$ cat src/rtl/ibex_pmp_csr.sv
// PMP CSR register file: owns pmpcfg/pmpaddr/mseccfg, applies lock, TOR
// lock-through, WARL and Smepmp write rules, and presents registered
// configuration to the PMP checker.

package ibex_pmp_csr_pkg;

    typedef enum logic [1:0] {
        PMP_MODE_OFF   = 2'b00,
        PMP_MODE_TOR   = 2'b01,
        PMP_MODE_NA4   = 2'b10,
        PMP_MODE_NAPOT = 2'b11
    } pmp_cfg_mode_e;

    typedef struct packed {
        logic          lock;
        pmp_cfg_mode_e mode;
        logic          exec;
        logic          write;
        logic          read;
    } pmp_cfg_t;

    typedef struct packed {
        logic rlb;
        logic mmwp;
        logic mml;
    } pmp_mseccfg_t;

endpackage

module ibex_pmp_csr
    import ibex_pmp_csr_pkg::*;
#(
    parameter int PMPGranularity = 0,
    parameter int PMPNumRegions  = 4
) (
    input  logic         clk_i,
    input  logic         rst_i,
    input  logic         csr_we_i,
    input  logic [11:0]  csr_addr_i,
    input  logic [31:0]  csr_wdata_i,
    output logic [31:0]  csr_rdata_o,
    output logic         csr_hit_o,
    output logic         csr_wr_ignored_o,
    output pmp_cfg_t     csr_pmp_cfg_o  [PMPNumRegions],
    output logic [33:0]  csr_pmp_addr_o [PMPNumRegions],
    output pmp_mseccfg_t csr_pmp_mseccfg_o
);

    pmp_cfg_t     cfg_q  [PMPNumRegions];
    pmp_cfg_t     cfg_d  [PMPNumRegions];
    logic [31:0]  addr_q [PMPNumRegions];
    logic [31:0]  addr_d [PMPNumRegions];
    logic [31:0]  addr_rd[PMPNumRegions];
    pmp_mseccfg_t mseccfg_q, mseccfg_d;
    logic         wr_ignored_q, wr_ignored_d;
    logic         sel_cfg, sel_addr, sel_sec;
    logic         any_lock;

    // Unpack a written pmpcfg byte into an entry, legalising NA4 when the
    // granule is larger than 4 bytes. Reserved bits 6:5 are simply not stored.
    function automatic pmp_cfg_t cfg_from_byte(input logic [7:0] b);
        pmp_cfg_t c;
        c.lock  = b[7];
        c.mode  = pmp_cfg_mode_e'(b[4:3]);
        c.exec  = b[2];
        c.write = b[1];
        c.read  = b[0];
        if (PMPGranularity > 0 && c.mode == PMP_MODE_NA4) begin
            c.mode = PMP_MODE_OFF;
        end
        return c;
    endfunction

    function automatic logic [7:0] cfg_to_byte(input pmp_cfg_t c);
        return {c.lock, 2'b00, c.mode, c.exec, c.write, c.read};
    endfunction

    // A byte write is dropped on lock, on the reserved R=0/W=1 encoding
    // outside MML, or when MML forbids creating a new M-mode executable rule.
    function automatic logic cfg_byte_dropped(input pmp_cfg_t cur, input logic [7:0] b,
                                              input pmp_mseccfg_t sec);
        logic shared_enc;
        shared_enc = ~b[0] & b[1];
        return (cur.lock & ~sec.rlb)
             | (~sec.mml & shared_enc)
             | (sec.mml & ~sec.rlb & b[7] & b[2] & ~shared_enc);
    endfunction

    assign sel_cfg   = (csr_addr_i[11:2] == 10'h0E8);
    assign sel_addr  = (csr_addr_i[11:4] == 8'h3B);
    assign sel_sec   = (csr_addr_i == 12'h747);
    assign csr_hit_o = sel_cfg | sel_addr | sel_sec;

    // RLB may only be changed while it is set or no implemented entry is locked.
    always_comb begin
        any_lock = 1'b0;
        for (int i = 0; i < PMPNumRegions; i++) begin
            any_lock = any_lock | cfg_q[i].lock;
        end
    end

    // Next-state: apply every write rule against the pre-write state.
    // NOTE: every variable gets a default before any branch so no latch is inferred.
    always_comb begin
        cfg_d        = cfg_q;
        addr_d       = addr_q;
        mseccfg_d    = mseccfg_q;
        wr_ignored_d = 1'b0;
        if (csr_we_i) begin
            if (sel_cfg) begin
                for (int i = 0; i < PMPNumRegions; i++) begin
                    if (i[3:2] == csr_addr_i[1:0]) begin
                        if (cfg_byte_dropped(cfg_q[i], csr_wdata_i[8*(i%4) +: 8], mseccfg_q)) begin
                            wr_ignored_d = 1'b1;
                        end else begin
                            cfg_d[i] = cfg_from_byte(csr_wdata_i[8*(i%4) +: 8]);
                        end
                    end
                end
            end else if (sel_addr) begin
                for (int i = 0; i < PMPNumRegions; i++) begin
                    if (i[3:0] == csr_addr_i[3:0]) begin
                        if ((cfg_q[i].lock & ~mseccfg_q.rlb) ||
                            (i + 1 < PMPNumRegions && cfg_q[(i+1)%PMPNumRegions].mode == PMP_MODE_TOR &&
                             cfg_q[(i+1)%PMPNumRegions].lock && !mseccfg_q.rlb)) begin
                            wr_ignored_d = 1'b1;
                        end else begin
                            addr_d[i] = csr_wdata_i;
                        end
                    end
                end
            end else if (sel_sec) begin
                mseccfg_d.mml  = mseccfg_q.mml  | csr_wdata_i[0];
                mseccfg_d.mmwp = mseccfg_q.mmwp | csr_wdata_i[1];
                if (mseccfg_q.rlb || !any_lock) begin
                    mseccfg_d.rlb = csr_wdata_i[2];
                end else if (csr_wdata_i[2] != mseccfg_q.rlb) begin
                    wr_ignored_d = 1'b1;
                end
            end
        end
    end

    // Read view of pmpaddr: granule bits forced according to the entry mode.
    always_comb begin
        for (int i = 0; i < PMPNumRegions; i++) begin
            addr_rd[i] = addr_q[i];
            for (int b = 0; b < PMPGranularity; b++) begin
                if (cfg_q[i].mode == PMP_MODE_NAPOT) begin
                    if (b < PMPGranularity - 1) addr_rd[i][b] = 1'b1;
                end else begin
                    addr_rd[i][b] = 1'b0;
                end
            end
        end
    end

    // Combinational read mux over current state; zero on a miss.
    always_comb begin
        csr_rdata_o = '0;
        if (sel_cfg) begin
            for (int i = 0; i < PMPNumRegions; i++) begin
                if (i[3:2] == csr_addr_i[1:0]) csr_rdata_o[8*(i%4) +: 8] = cfg_to_byte(cfg_q[i]);
            end
        end else if (sel_addr) begin
            for (int i = 0; i < PMPNumRegions; i++) begin
                if (i[3:0] == csr_addr_i[3:0]) csr_rdata_o = addr_rd[i];
            end
        end else if (sel_sec) begin
            csr_rdata_o = {29'b0, mseccfg_q};
        end
    end

    // State registers.
    // NOTE: the entry arrays are flops, not RAM, so every element is reset
    // and non-blocking assignments keep the update order-independent.
    always_ff @(posedge clk_i or posedge rst_i) begin
        if (rst_i) begin
            for (int i = 0; i < PMPNumRegions; i++) begin
                cfg_q[i]  <= '0;
                addr_q[i] <= '0;
            end
            mseccfg_q    <= '0;
            wr_ignored_q <= 1'b0;
        end else begin
            cfg_q        <= cfg_d;
            addr_q       <= addr_d;
            mseccfg_q    <= mseccfg_d;
            wr_ignored_q <= wr_ignored_d;
        end
    end

    assign csr_wr_ignored_o  = wr_ignored_q;
    assign csr_pmp_mseccfg_o = mseccfg_q;
    assign csr_pmp_cfg_o     = cfg_q;

    for (genvar g = 0; g < PMPNumRegions; g++) begin : g_addr_out
        assign csr_pmp_addr_o[g] = {addr_q[g], 2'b00};
    end

endmodule

$ cat config.mk
export PLATFORM = sky130hd
export DESIGN_NAME = ibex_pmp_csr
export DESIGN_NICKNAME = d
export VERILOG_FILES = /design/src/rtl/ibex_pmp_csr.sv
export SDC_FILE = /design/constraint.sdc
export NUM_CORES = 1
export LEC_CHECK = 0
export CAP_MARGIN = 20
export CORE_ASPECT_RATIO = 0.8
export CORE_UTILIZATION = 47
export DETAILED_ROUTE_END_ITERATION = 8
export PLACE_DENSITY = 0.81
export SYNTH_ARGS = -nofsm -noshare
export SYNTH_HDL_FRONTEND = slang
export SYNTH_SLANG_ARGS = --single-unit
$ cat constraint.sdc
create_clock -name clk_i -period 7.4 [get_ports clk_i]
set_input_delay 1.48 -clock clk_i [delete_from_list [all_inputs] [get_ports clk_i]]
set_output_delay 1.48 -clock clk_i [all_outputs]
set_load 0.01 [all_outputs]
[Word level (Yosys, flattened, before mapping)]
Cells that the tools add are included.
Cells by class
  eq/ne operators: 10
  bitwise operators: 60
  reduce and logical (&&, ||, !) cells: 24
  $mul: 0
  divide/modulo/power cells: 0
  $add $sub $neg: 0
  order comparisons: 0
  shift-type cells: 0
  mux-type cells: 33
Operator list (number)
  two-way mux 32 bit: 6
  two-way mux 8 bit: 4
  bitwise AND 1 bit: 25
  AND reduction 5 bit: 5
  two-way mux 1 bit: 22
  inverter 1 bit: 20
  AND reduction 4 bit: 5
  OR 1 bit: 15
  equality test 12 x 11 -> 1 bit, second input constant: 1
  equality test 10 x 8 -> 1 bit, second input constant: 1
  equality test 2 x 4 -> 1 bit, first input constant: 2
  equality test 8 x 6 -> 1 bit, second input constant: 1
  equality test 2 x 1 -> 1 bit, second input constant: 3
  logical AND 1 bit: 6
  equality test 1 x 4 -> 1 bit, first input constant: 1
  logical NOT 4 bit: 1
  logical OR 1 bit: 4
  two-way mux 3 bit: 1
  logical NOT 1 bit: 2
  logical NOT 2 bit: 1
  != test 1 bit: 1
Word-level totals
  bits in latches: 0
  memories kept: 0
  output and inout port bits: 197
  input bits: 47
  RAM bits: 0
  word-level logic and storage cells: 155
  register bits: 156
  ROM bits: 0

[Longest topological paths before layout]
Gate-level depths: netlist (run 1).
  depth in word-level cells: 16
  depth in mapped cells: 7
  gate-level depth less buffers: 5

[Least setup slack after synthesis (run 1)]
Ideal clock, no wire load.
  path type: input port to output port
  start: input port csr_addr_i[0]
  end: output port csr_rdata_o[29]
  cell stages on the path: 6
  arrival: 3.027 ns
  data required time: 5.920 ns
  path slack: 2.893 ns
  buffers on the path: 4
  path through: buf_2 -> buf_2 -> buf_1 -> buf_2 -> mux2i_1 -> a221oi_1
On the way
  longest elaborated chain between the ends: 7
  elaborated cells between the ends (all ways): 10
  classes of those cells: eq/ne: 3; mux: 6; reduce/logical: 1
RTL lines
  start, declared: RTL line 39  | input logic [11:0] csr_addr_i,
  logical NOT 4 bit: RTL line 167  | if (i[3:0] == csr_addr_i[3:0]) csr_rdata_o = addr_rd[i];
  two-way mux 32 bit (3 in a row): RTL line 167
  two-way mux 32 bit *: RTL line 167
  two-way mux 32 bit *: RTL line 165  | end else if (sel_addr) begin
  two-way mux 32 bit *: RTL line 161  | if (sel_cfg) begin
  end, declared: RTL line 41  | output logic [31:0] csr_rdata_o,
Every way passes the cells marked *; elsewhere a longest branch is shown, timed or not.

[Final worst setup path (run 1)]
  start: input port csr_addr_i[11]
  end: output port csr_rdata_o[21]
On the way
  longest elaborated chain between the ends: 3
  elaborated cells between the ends (all ways): 4
  classes of those cells: eq/ne: 2; mux: 2
RTL lines
  equality test 8 x 6 -> 1 bit: RTL line 90  | assign sel_addr = (csr_addr_i[11:4] == 8'h3B);
  two-way mux 32 bit: RTL line 165
  two-way mux 32 bit *: RTL line 161
Marked as above.

==> impl_metrics.json, run 1 <==
{
  "async_flop_share_pct": 100.0,
  "seq_power_share_pct": 47.1,
  "totalWireLength_microns": 22560,
  "hp-class": "reg -> reg",
  "drt_iter0_drc": 327,
  "clock_path_buffers": 2,
  "dp_hpwl_microns": 15350,
  "core_sq_um": 15850,
  "cap_violations": 0,
  "dr.pass1.iters": 5,
  "remaining_drc_errors": 0,
  "diodes": 0,
  "path_depth": 7,
  "vias": 5847,
  "path_common_cell": "clkdlybuf4s50_1",
  "nFillCells": 1125,
  "ys_ff_latch": 156,
  "timing.setup.tns_ns": 0,
  "ys_seq_area_share_pct": 51.08,
  "tightest_slew_ns": 1.068,
  "vias_per_cell": 5.688,
  "hold_buffers": 0,
  "finalCritPeriodShare_pct": 79.62,
  "htreeDepth": 4,
  "clockPowerShare_pct": 46.9,
  "fmax_ghz": 0.1697,
  "floorplan.initialDensity_pct": 48.21,
  "syn_inst": 572,
  "skew_ns": 0.007416,
  "crit_chain": "clkdlybuf4s50_1 > nand3b_1 > nor2_1 > nand3_1 > buf_4 > a221oi_1 > clkdlybuf4s50_1",
  "clk_pin_slew_ns": 0.06,
  "track_usage_pct": 27.69,
  "ir_drop_mv": 0.1543,
  "io_pins": 244,
  "insertion_delay_ns": 0.42,
  "cp-start-kind": "primary input",
  "startpoint": "csr_addr_i[11]",
  "finalSetupViolations": 0,
  "die_w_microns": 144.6,
  "cts_num_sinks": 156,
  "synth_ff_type": "dfrtp_1",
  "post_drt_wl_per_cell_microns": 21.95,
  "fin_nets": 847,
  "p_switching_mw": 0.4090,
  "syn_area_sq_um": 7642,
  "pwr-share-comb_pct": 6.0,
  "period_needed_ns": 5.892,
  "cts_setup_buffers": 0,
  "die_h_microns": 116.1,
  "antenna_found_initial": 0,
  "p_sw_share_pct": 22.42,
  "hold_path_depth": 1,
  "cpPeakStageDelay_ns": 0.63,
  "gp_congestion": 0.8364,
  "path_class": "in -> out",
  "postCtsResizedCells": 0,
  "area_growth_pct": 40.21,
  "fp-row-count": 41,
  "cp_data_arrival_time_ns": 4.41,
  "hold_ws_ns": 0.5239,
  "numPortBuffers": 235,
  "tritoncts": "built",
  "grt_pass1_vias": 6084,
  "crit_required_ns": 5.92,
  "grt_pass1_wl_microns": 34240,
  "avgSynthCellArea_sq_um": 13.36,
  "rsz0062_at_grt": "no",
  "r2r_start": "csr_pmp_cfg_o[17]",
  "synth_cell_type_count": 47,
  "cellPowerDensity_nw_per_um2": 170.3,
  "synth_edf_count": 0,
  "reg2reg_depth": 5,
  "outcome": "finished, final reports clean",
  "drive_gt1_share_pct": 30.26,
  "dieArea_sq_um": 16780,
  "hold_violations": 0,
  "max_slew_margin_pct": 28.78,
  "cp_max_fo": 16,
  "path_delay_family": "buffers and inverters",
  "maxSlewViolCount": 0,
  "leakage_nw": 4.899,
  "grt_max_degree": 85,
  "cts_buffers": 17,
  "ant_nets": 0,
  "slowest_stage": "nand3_1",
  "power.internal_mw": 1.415,
  "min_from": "csr_pmp_addr_o[40]",
  "cp_num_buf_inv": 3,
  "ys_warn_count": 0,
  "grt-ovfl-total": 0,
  "cts_root_buf": "clkbuf_16",
  "crit_path_end_kind": "output pin"
}
-- metrics by stage --
step	power [mW]	util, %	std cells	setup WS [ns]	instance area [sq um]
3_3_place_gp	0.9804	63.79	994	1.599	10110
2_1_floorplan	0.9274	-	579	1.713	7669
6_report	1.824	67.60	1028	1.508	10720
4_1_cts	1.837	67.55	1027	1.503	10710
3_5_place_dp	0.9838	63.89	995	1.486	10130
5_1_grt	1.883	67.60	1028	1.360	10720
-- state kept, by name, summed over array words and instances, names as in the netlist --
name               cells
csr_pmp_mseccfg_o      3
csr_pmp_cfg_o         24
csr_pmp_addr_o       128
csr_wr_ignored_o       1
-- cells by family (layout without fill, tap and decap cells) --
group / after synthesis / in the layout / synth area share [%]
other cells: 1 / 8 / 0.04907
mux: 212 / 212 / 32.74
buf+inv: 57 / 291 / 3.946
compound gates: 72 / 72 / 6.156
simple gates: 74 / 74 / 6.025
flops: 156 / 156 / 51.08
-- layout make-up --
cell class / count / area [sq um] / share of cell area, %
Clock buffer: 22 / 464.2 / 4.332
Sequential cell: 156 / 3904 / 36.43
Multi-Input combinational cell: 366 / 3470 / 32.38
Clock inverter: 10 / 116.4 / 1.086
Tap cell: 215 / 269.0 / 2.511
Inverter: 12 / 50.05 / 0.4671
Timing Repair Buffer: 247 / 2442 / 22.79
-- routing by layer --
metal / share of wire [%] / GRT usage (%)
met1: 42 / 35.37
met2: 48 / 44.74
met3: 7.9 / 8.430
met4: 1.8 / 9.684
met5: 0 / 0
-- cell usage in the layout (no fill, tap or decap), types with 6 or more instances in the layout --
cell               n
inv_1             11
o21ai_0           23
a221oi_1           8
conb_1             8
nand2_1           26
clkdlybuf4s50_1  233
mux2_2           162
buf_4             11
nand4_1            6
clkbuf_16         17
mux2_1             6
o22ai_1           23
mux2i_1           16
nor2_1             8
dfrtp_1          156
nand2b_1           6
mux2_4            24
-- power by group through the flow --
| stage | registers [mW] | clock network (mW) | logic, mW |
|---|---|---|---|
| 2_1_floorplan | 0.876 | 0 | 0.0509 |
| 3_3_place_gp | 0.875 | 0 | 0.105 |
| 3_5_place_dp | 0.876 | 0 | 0.108 |
| 4_1_cts | 0.860 | 0.868 | 0.108 |
| 5_1_grt | 0.860 | 0.905 | 0.118 |
| 6_report | 0.860 | 0.856 | 0.109 |
-- cells in the mapped netlist (all sizes together), types with 3 or more instances --
cell | instances | area [sq um]
inv | 12 | 45.04
a31oi | 4 | 25.02
o221ai | 3 | 26.28
nor3 | 5 | 30.03
or3 | 3 | 23.77
nor2 | 8 | 30.03
mux2i | 16 | 160.2
nor4 | 3 | 48.80
mux4 | 4 | 90.09
buf | 30 | 200.2
a221oi | 8 | 70.07
nand2 | 27 | 103.9
o21ai | 23 | 115.1
nand2b | 6 | 37.54
or2 | 6 | 37.53
dfrtp | 156 | 3904
o22ai | 23 | 143.9
clkbuf | 15 | 56.30
nand4 | 6 | 37.54
mux2 | 192 | 2252
-- final timing paths --
kind                                  endpoint  slack, ns
max                            csr_rdata_o[21]       1.51
max reg2reg                csr_pmp_addr_o[122]       4.68
min in group asynchronous  csr_pmp_addr_o[105]       1.58
min                         csr_pmp_addr_o[40]       0.52
min reg2reg                 csr_pmp_addr_o[40]       0.52
max in group asynchronous  csr_pmp_addr_o[127]       4.40
Note: power is estimated with default switching activity, not from simulation.
==> run 2: changes to the inputs <==
==> constraint.sdc (replaced) <==
create_clock -name clk_i -period 5.82 [get_ports clk_i]
set_input_delay 1.164 -clock clk_i [delete_from_list [all_inputs] [get_ports clk_i]]
set_output_delay 1.164 -clock clk_i [all_outputs]
set_load 0.01 [all_outputs]
==> impl_metrics.json, run 2 (synthesis results as in run 1) <==
{
  "crit_path_end_kind": "output pin",
  "crit_chain": "clkdlybuf4s50_1 > nand3b_1 > nor2_1 > nand3_1 > buf_4 > o21ai_0 > clkdlybuf4s50_1",
  "path_common_cell": "clkdlybuf4s50_1",
  "insertion_delay_ns": 0.42,
  "htreeDepth": 4,
  "remaining_drc_errors": 0,
  "power.internal_mw": 1.843,
  "post_drt_wl_per_cell_microns": 21.99,
  "seq_power_share_pct": 46.4,
  "crit_required_ns": 4.66,
  "path_delay_family": "buffers and inverters",
  "floorplan.initialDensity_pct": 48.21,
  "dieArea_sq_um": 16780,
  "path_depth": 7,
  "hold_path_depth": 1,
  "final_cell_mix": "233 x clkdlybuf4s50_1, 162 x mux2_2, 156 x dfrtp_1, 26 x nand2_1, 24 x mux2_4",
  "ant_nets": 0,
  "maxSlewViolCount": 0,
  "hold_buffers": 0,
  "cellPowerDensity_nw_per_um2": 219.0,
  "hold_ws_ns": 0.5238,
  "clockPowerShare_pct": 47.7,
  "hold_violations": 0,
  "clock_path_buffers": 2,
  "tritoncts": "built",
  "cpPeakStageDelay_ns": 0.68,
  "cp_max_fo": 17,
  "p_sw_share_pct": 21.87,
  "vias_per_cell": 5.615,
  "r2r_start": "csr_pmp_cfg_o[5]",
  "antenna_found_initial": 0,
  "finalCritPeriodShare_pct": 89.16,
  "outcome": "finished, final reports clean",
  "ff2ff_setup_slack_ns": 3.44,
  "pwr-share-comb_pct": 5.9,
  "die_w_microns": 144.6,
  "finalSetupViolations": 0,
  "cts_num_sinks": 156,
  "holdPathEnd": "csr_pmp_addr_o[40]",
  "grt_pass1_wl_microns": 35010,
  "post-place-ws_ns": 0.6423,
  "timing.setup.tns_ns": 0,
  "core_sq_um": 15850,
  "fmax_ghz": 0.1927,
  "grt_max_degree": 90,
  "grt-ovfl-total": 0,
  "final_util_pct": 67.95,
  "gp_congestion": 0.8559,
  "dr.pass1.iters": 6,
  "cts_root_buf": "clkbuf_16",
  "cts_setup_buffers": 0,
  "largest_reg_flops": 128,
  "hp-class": "reg -> reg",
  "diodes": 0,
  "io_pins": 244,
  "max_slew_margin_pct": 33.64,
  "layout_commonest_cell": "clkdlybuf4s50_1",
  "cp_data_arrival_time_ns": 4.03,
  "postCtsResizedCells": 0,
  "clk_pin_slew_ns": 0.06,
  "die_h_microns": 116.1,
  "skew_ns": 0.006818,
  "min_from": "csr_pmp_addr_o[40]",
  "drt_iter0_drc": 402,
  "cts_buffers": 17,
  "track_usage_pct": 28.33,
  "timing.rr.end": "csr_pmp_addr_o[58]",
  "fp-row-count": 41,
  "drive_gt1_share_pct": 30.72,
  "cp-start-kind": "primary input",
  "cp_num_buf_inv": 3,
  "fin_nets": 851,
  "worst_slack_ns": 0.6308,
  "grt_pass1_vias": 6075,
  "tightest_slew_ns": 0.9930,
  "cap_violations": 0,
  "ir_drop_mv": 0.2276,
  "totalWireLength_microns": 22690,
  "p_switching_mw": 0.5158,
  "vias": 5795,
  "slowest_stage": "nand3_1",
  "dp_hpwl_microns": 15660,
  "period_needed_ns": 5.189,
  "reg2reg_depth": 6,
  "rsz0062_at_grt": "no",
  "area_growth_pct": 40.95,
  "path_class": "in -> out",
  "leakage_nw": 4.939,
  "numPortBuffers": 235
}
## run 2: changes by cell type in the layout (fill, tap and decap cells not counted)
| cell | previous run | this run |
|---|---|---|
| clkbuf_4 | 1 | 0 |
| clkbuf_1 | 3 | 2 |
| inv_6 | 1 | 2 |
| clkinv_2 | 2 | 4 |
| buf_12 | 0 | 1 |
| clkinvlp_4 | 5 | 3 |
| buf_8 | 1 | 0 |
| clkinv_4 | 1 | 0 |
| bufinv_16 | 2 | 3 |
| buf_4 | 11 | 16 |
## run 2: metal layers
layer,part of all wire [%],GRT usage (%)
met5,0,0
met2,49,46.86
met1,42,35.32
met3,7.0,8.512
met4,1.9,10.11
## run 2: worst max-delay path by stage
stage                              start             endpoint  slack, ns
after floorplan                    rst_i  csr_pmp_addr_o[100]       0.45
after global placement    csr_addr_i[11]      csr_rdata_o[19]       0.84
after detailed placement   csr_addr_i[6]      csr_rdata_o[19]       0.64
after CTS                  csr_addr_i[6]      csr_rdata_o[10]       0.65
after global routing      csr_addr_i[11]       csr_rdata_o[1]       0.46
final                     csr_addr_i[11]      csr_rdata_o[19]       0.63
## run 2: power groups by stage
stage / combinational [mW] / clock (mW) / sequential (mW)
floorplan: 0.0647 / 0 / 1.11
global placement: 0.136 / 0 / 1.11
detailed placement: 0.140 / 0 / 1.11
CTS: 0.140 / 1.15 / 1.09
global route: 0.151 / 1.19 / 1.09
finish: 0.139 / 1.13 / 1.09
## run 2: layout make-up
class                           count  area [sq um]
Fill cell                        1111          5080
Multi-Input combinational cell    366          3470
Tap cell                          215         269.0
Clock buffer                       21         460.4
Timing Repair Buffer              251          2477
Clock inverter                     11         141.4
Inverter                           12         50.05
Sequential cell                   156          3904
## run 2: stage by stage
step / area [sq um] / cells / power, mW
after floorplan: 7669 / 579 / 1.179
after global placement: 10170 / 1000 / 1.249
after detailed placement: 10170 / 1000 / 1.253
after CTS: 10770 / 1032 / 2.380
after global routing: 10770 / 1032 / 2.436
final: 10770 / 1032 / 2.359
==> run 3: changes to the inputs <==
--- a/config.mk
+++ b/config.mk
@@ -9,7 +9,7 @@
 export CORE_ASPECT_RATIO = 0.8
 export CORE_UTILIZATION = 47
 export DETAILED_ROUTE_END_ITERATION = 8
-export PLACE_DENSITY = 0.81
+export PLACE_DENSITY = 0.92
 export SYNTH_ARGS = -nofsm -noshare
 export SYNTH_HDL_FRONTEND = slang
 export SYNTH_SLANG_ARGS = --single-unit
==> constraint.sdc (replaced) <==
create_clock -name clk_i -period 5.82 [get_ports clk_i]
set_input_delay 0.582 -clock clk_i [delete_from_list [all_inputs] [get_ports clk_i]]
set_output_delay 0.582 -clock clk_i [all_outputs]
set_load 0.01 [all_outputs]
==> impl_metrics.json, run 3 (synthesis results as in run 1) <==
{
  "diodes": 0,
  "numPortBuffers": 235,
  "cellPowerDensity_nw_per_um2": 224.9,
  "dr.pass1.iters": 4,
  "grt_pass1_vias": 5993,
  "r2r_start": "csr_pmp_mseccfg_o[2]",
  "timing.rr.end": "csr_pmp_addr_o[16]",
  "leakage_nw": 4.940,
  "final_util_pct": 67.95,
  "htreeDepth": 4,
  "gp_congestion": 0.8405,
  "crit_required_ns": 5.24,
  "finalCritPeriodShare_pct": 69.23,
  "clk_pin_slew_ns": 0.06,
  "fin_nets": 848,
  "timing.setup.tns_ns": 0,
  "area_growth_pct": 40.95,
  "path_class": "in -> out",
  "vias": 5811,
  "cp_num_buf_inv": 3,
  "post_drt_wl_per_cell_microns": 21.74,
  "grt_max_degree": 73,
  "clock_path_buffers": 2,
  "vias_per_cell": 5.647,
  "cap_violations": 0,
  "layout_commonest_cell": "clkdlybuf4s50_1",
  "cp_data_arrival_time_ns": 3.45,
  "maxSlewViolCount": 0,
  "cts_root_buf": "clkbuf_16",
  "core_sq_um": 15850,
  "reg2reg_depth": 5,
  "cts_num_sinks": 156,
  "ir_drop_mv": 0.1896,
  "io_pins": 244,
  "dp_hpwl_microns": 15460,
  "ff2ff_setup_slack_ns": 3.19,
  "skew_ns": 0.008981,
  "finalSetupViolations": 0,
  "drt_iter0_drc": 269,
  "insertion_delay_ns": 0.42,
  "hp-class": "in -> async",
  "cp-start-kind": "primary input",
  "nFillCells": 1123,
  "postCtsResizedCells": 0,
  "rsz0062_at_grt": "no",
  "grt-ovfl-total": 0,
  "ant_nets": 0,
  "period_needed_ns": 4.029,
  "multiInputGateArea_sq_um": 3475,
  "crit_chain": "buf_4 > or4_4 > nor4_4 > buf_4 > a22oi_1 > o21ai_0 > clkdlybuf4s50_1",
  "path_common_cell": "buf_4",
  "final_cell_mix": "233 x clkdlybuf4s50_1, 162 x mux2_2, 156 x dfrtp_1, 26 x nand2_1, 24 x mux2_4",
  "totalWireLength_microns": 22370,
  "fmax_ghz": 0.2482,
  "dieArea_sq_um": 16780,
  "largest_reg_flops": 128,
  "path_delay_family": "buffers and inverters",
  "grt_pass1_wl_microns": 34490,
  "die_h_microns": 116.1,
  "remaining_drc_errors": 0,
  "antenna_found_initial": 0,
  "tritoncts": "built",
  "cpPeakStageDelay_ns": 0.67,
  "tightest_slew_ns": 1.037,
  "max_slew_margin_pct": 30.84,
  "track_usage_pct": 28.04,
  "floorplan.initialDensity_pct": 48.21,
  "hold_violations": 0,
  "hold_buffers": 0,
  "die_w_microns": 144.6,
  "cts_buffers": 17,
  "cp_max_fo": 71,
  "crit_path_end_kind": "output pin",
  "seqCellArea_sq_um": 3904,
  "outcome": "finished, final reports clean",
  "cts_setup_buffers": 0,
  "drive_gt1_share_pct": 30.10,
  "slowest_stage": "or4_4",
  "fp-row-count": 41
}
## run 3: worst max-delay path by stage
stage                         from                   to  slack [ns]  cells past startpoint
global route        csr_addr_i[11]      csr_rdata_o[22]        1.66                      7
finish               csr_addr_i[0]       csr_rdata_o[1]        1.79                      7
global placement     csr_addr_i[0]       csr_rdata_o[2]        1.87                      7
floorplan                    rst_i  csr_pmp_addr_o[100]        1.03                      1
CTS                  csr_addr_i[0]       csr_rdata_o[1]        1.80                      7
detailed placement   csr_addr_i[0]       csr_rdata_o[1]        1.80                      7
## run 3: routing by layer
metal	share of wire (%)	GRT usage, %	vias up
met5	0	0	-
met4	1.8	11.65	0
met3	6.3	6.736	29
met2	46	43.97	255
met1	45	37.47	2972
li1	-	-	2555
## run 3: power breakdown
group / leakage [nW] / internal [mW] / switching, mW
Clock: 0.306 / 0.766 / 0.423
Combinational: 2.46 / 0.0581 / 0.0822
Sequential: 2.18 / 1.09 / 0.00439
## run 3: area by class of cell
cell class / count / share of cell area [%]
clock buffers: 27 / 4.670
repair buffers: 248 / 22.67
clock inverters: 5 / 1.196
flip-flops and latches: 156 / 36.24
inverters: 12 / 0.4646
multi-input cells: 366 / 32.26
well taps: 215 / 2.497
## run 3: stage by stage
| step | worst slack (ns) | area (sq um) | hold WS [ns] | power (mW) | instances |
|---|---|---|---|---|---|
| floorplan | 1.031 | 7669 | 0.5314 | 1.179 | 579 |
| global placement | 1.868 | 10140 | 0.4791 | 1.251 | 997 |
| detailed placement | 1.804 | 10140 | 0.5010 | 1.253 | 997 |
| CTS | 1.800 | 10770 | 0.4654 | 2.445 | 1029 |
| global route | 1.661 | 10770 | 0.4663 | 2.506 | 1029 |
| finish | 1.791 | 10770 | 0.4737 | 2.423 | 1029 |
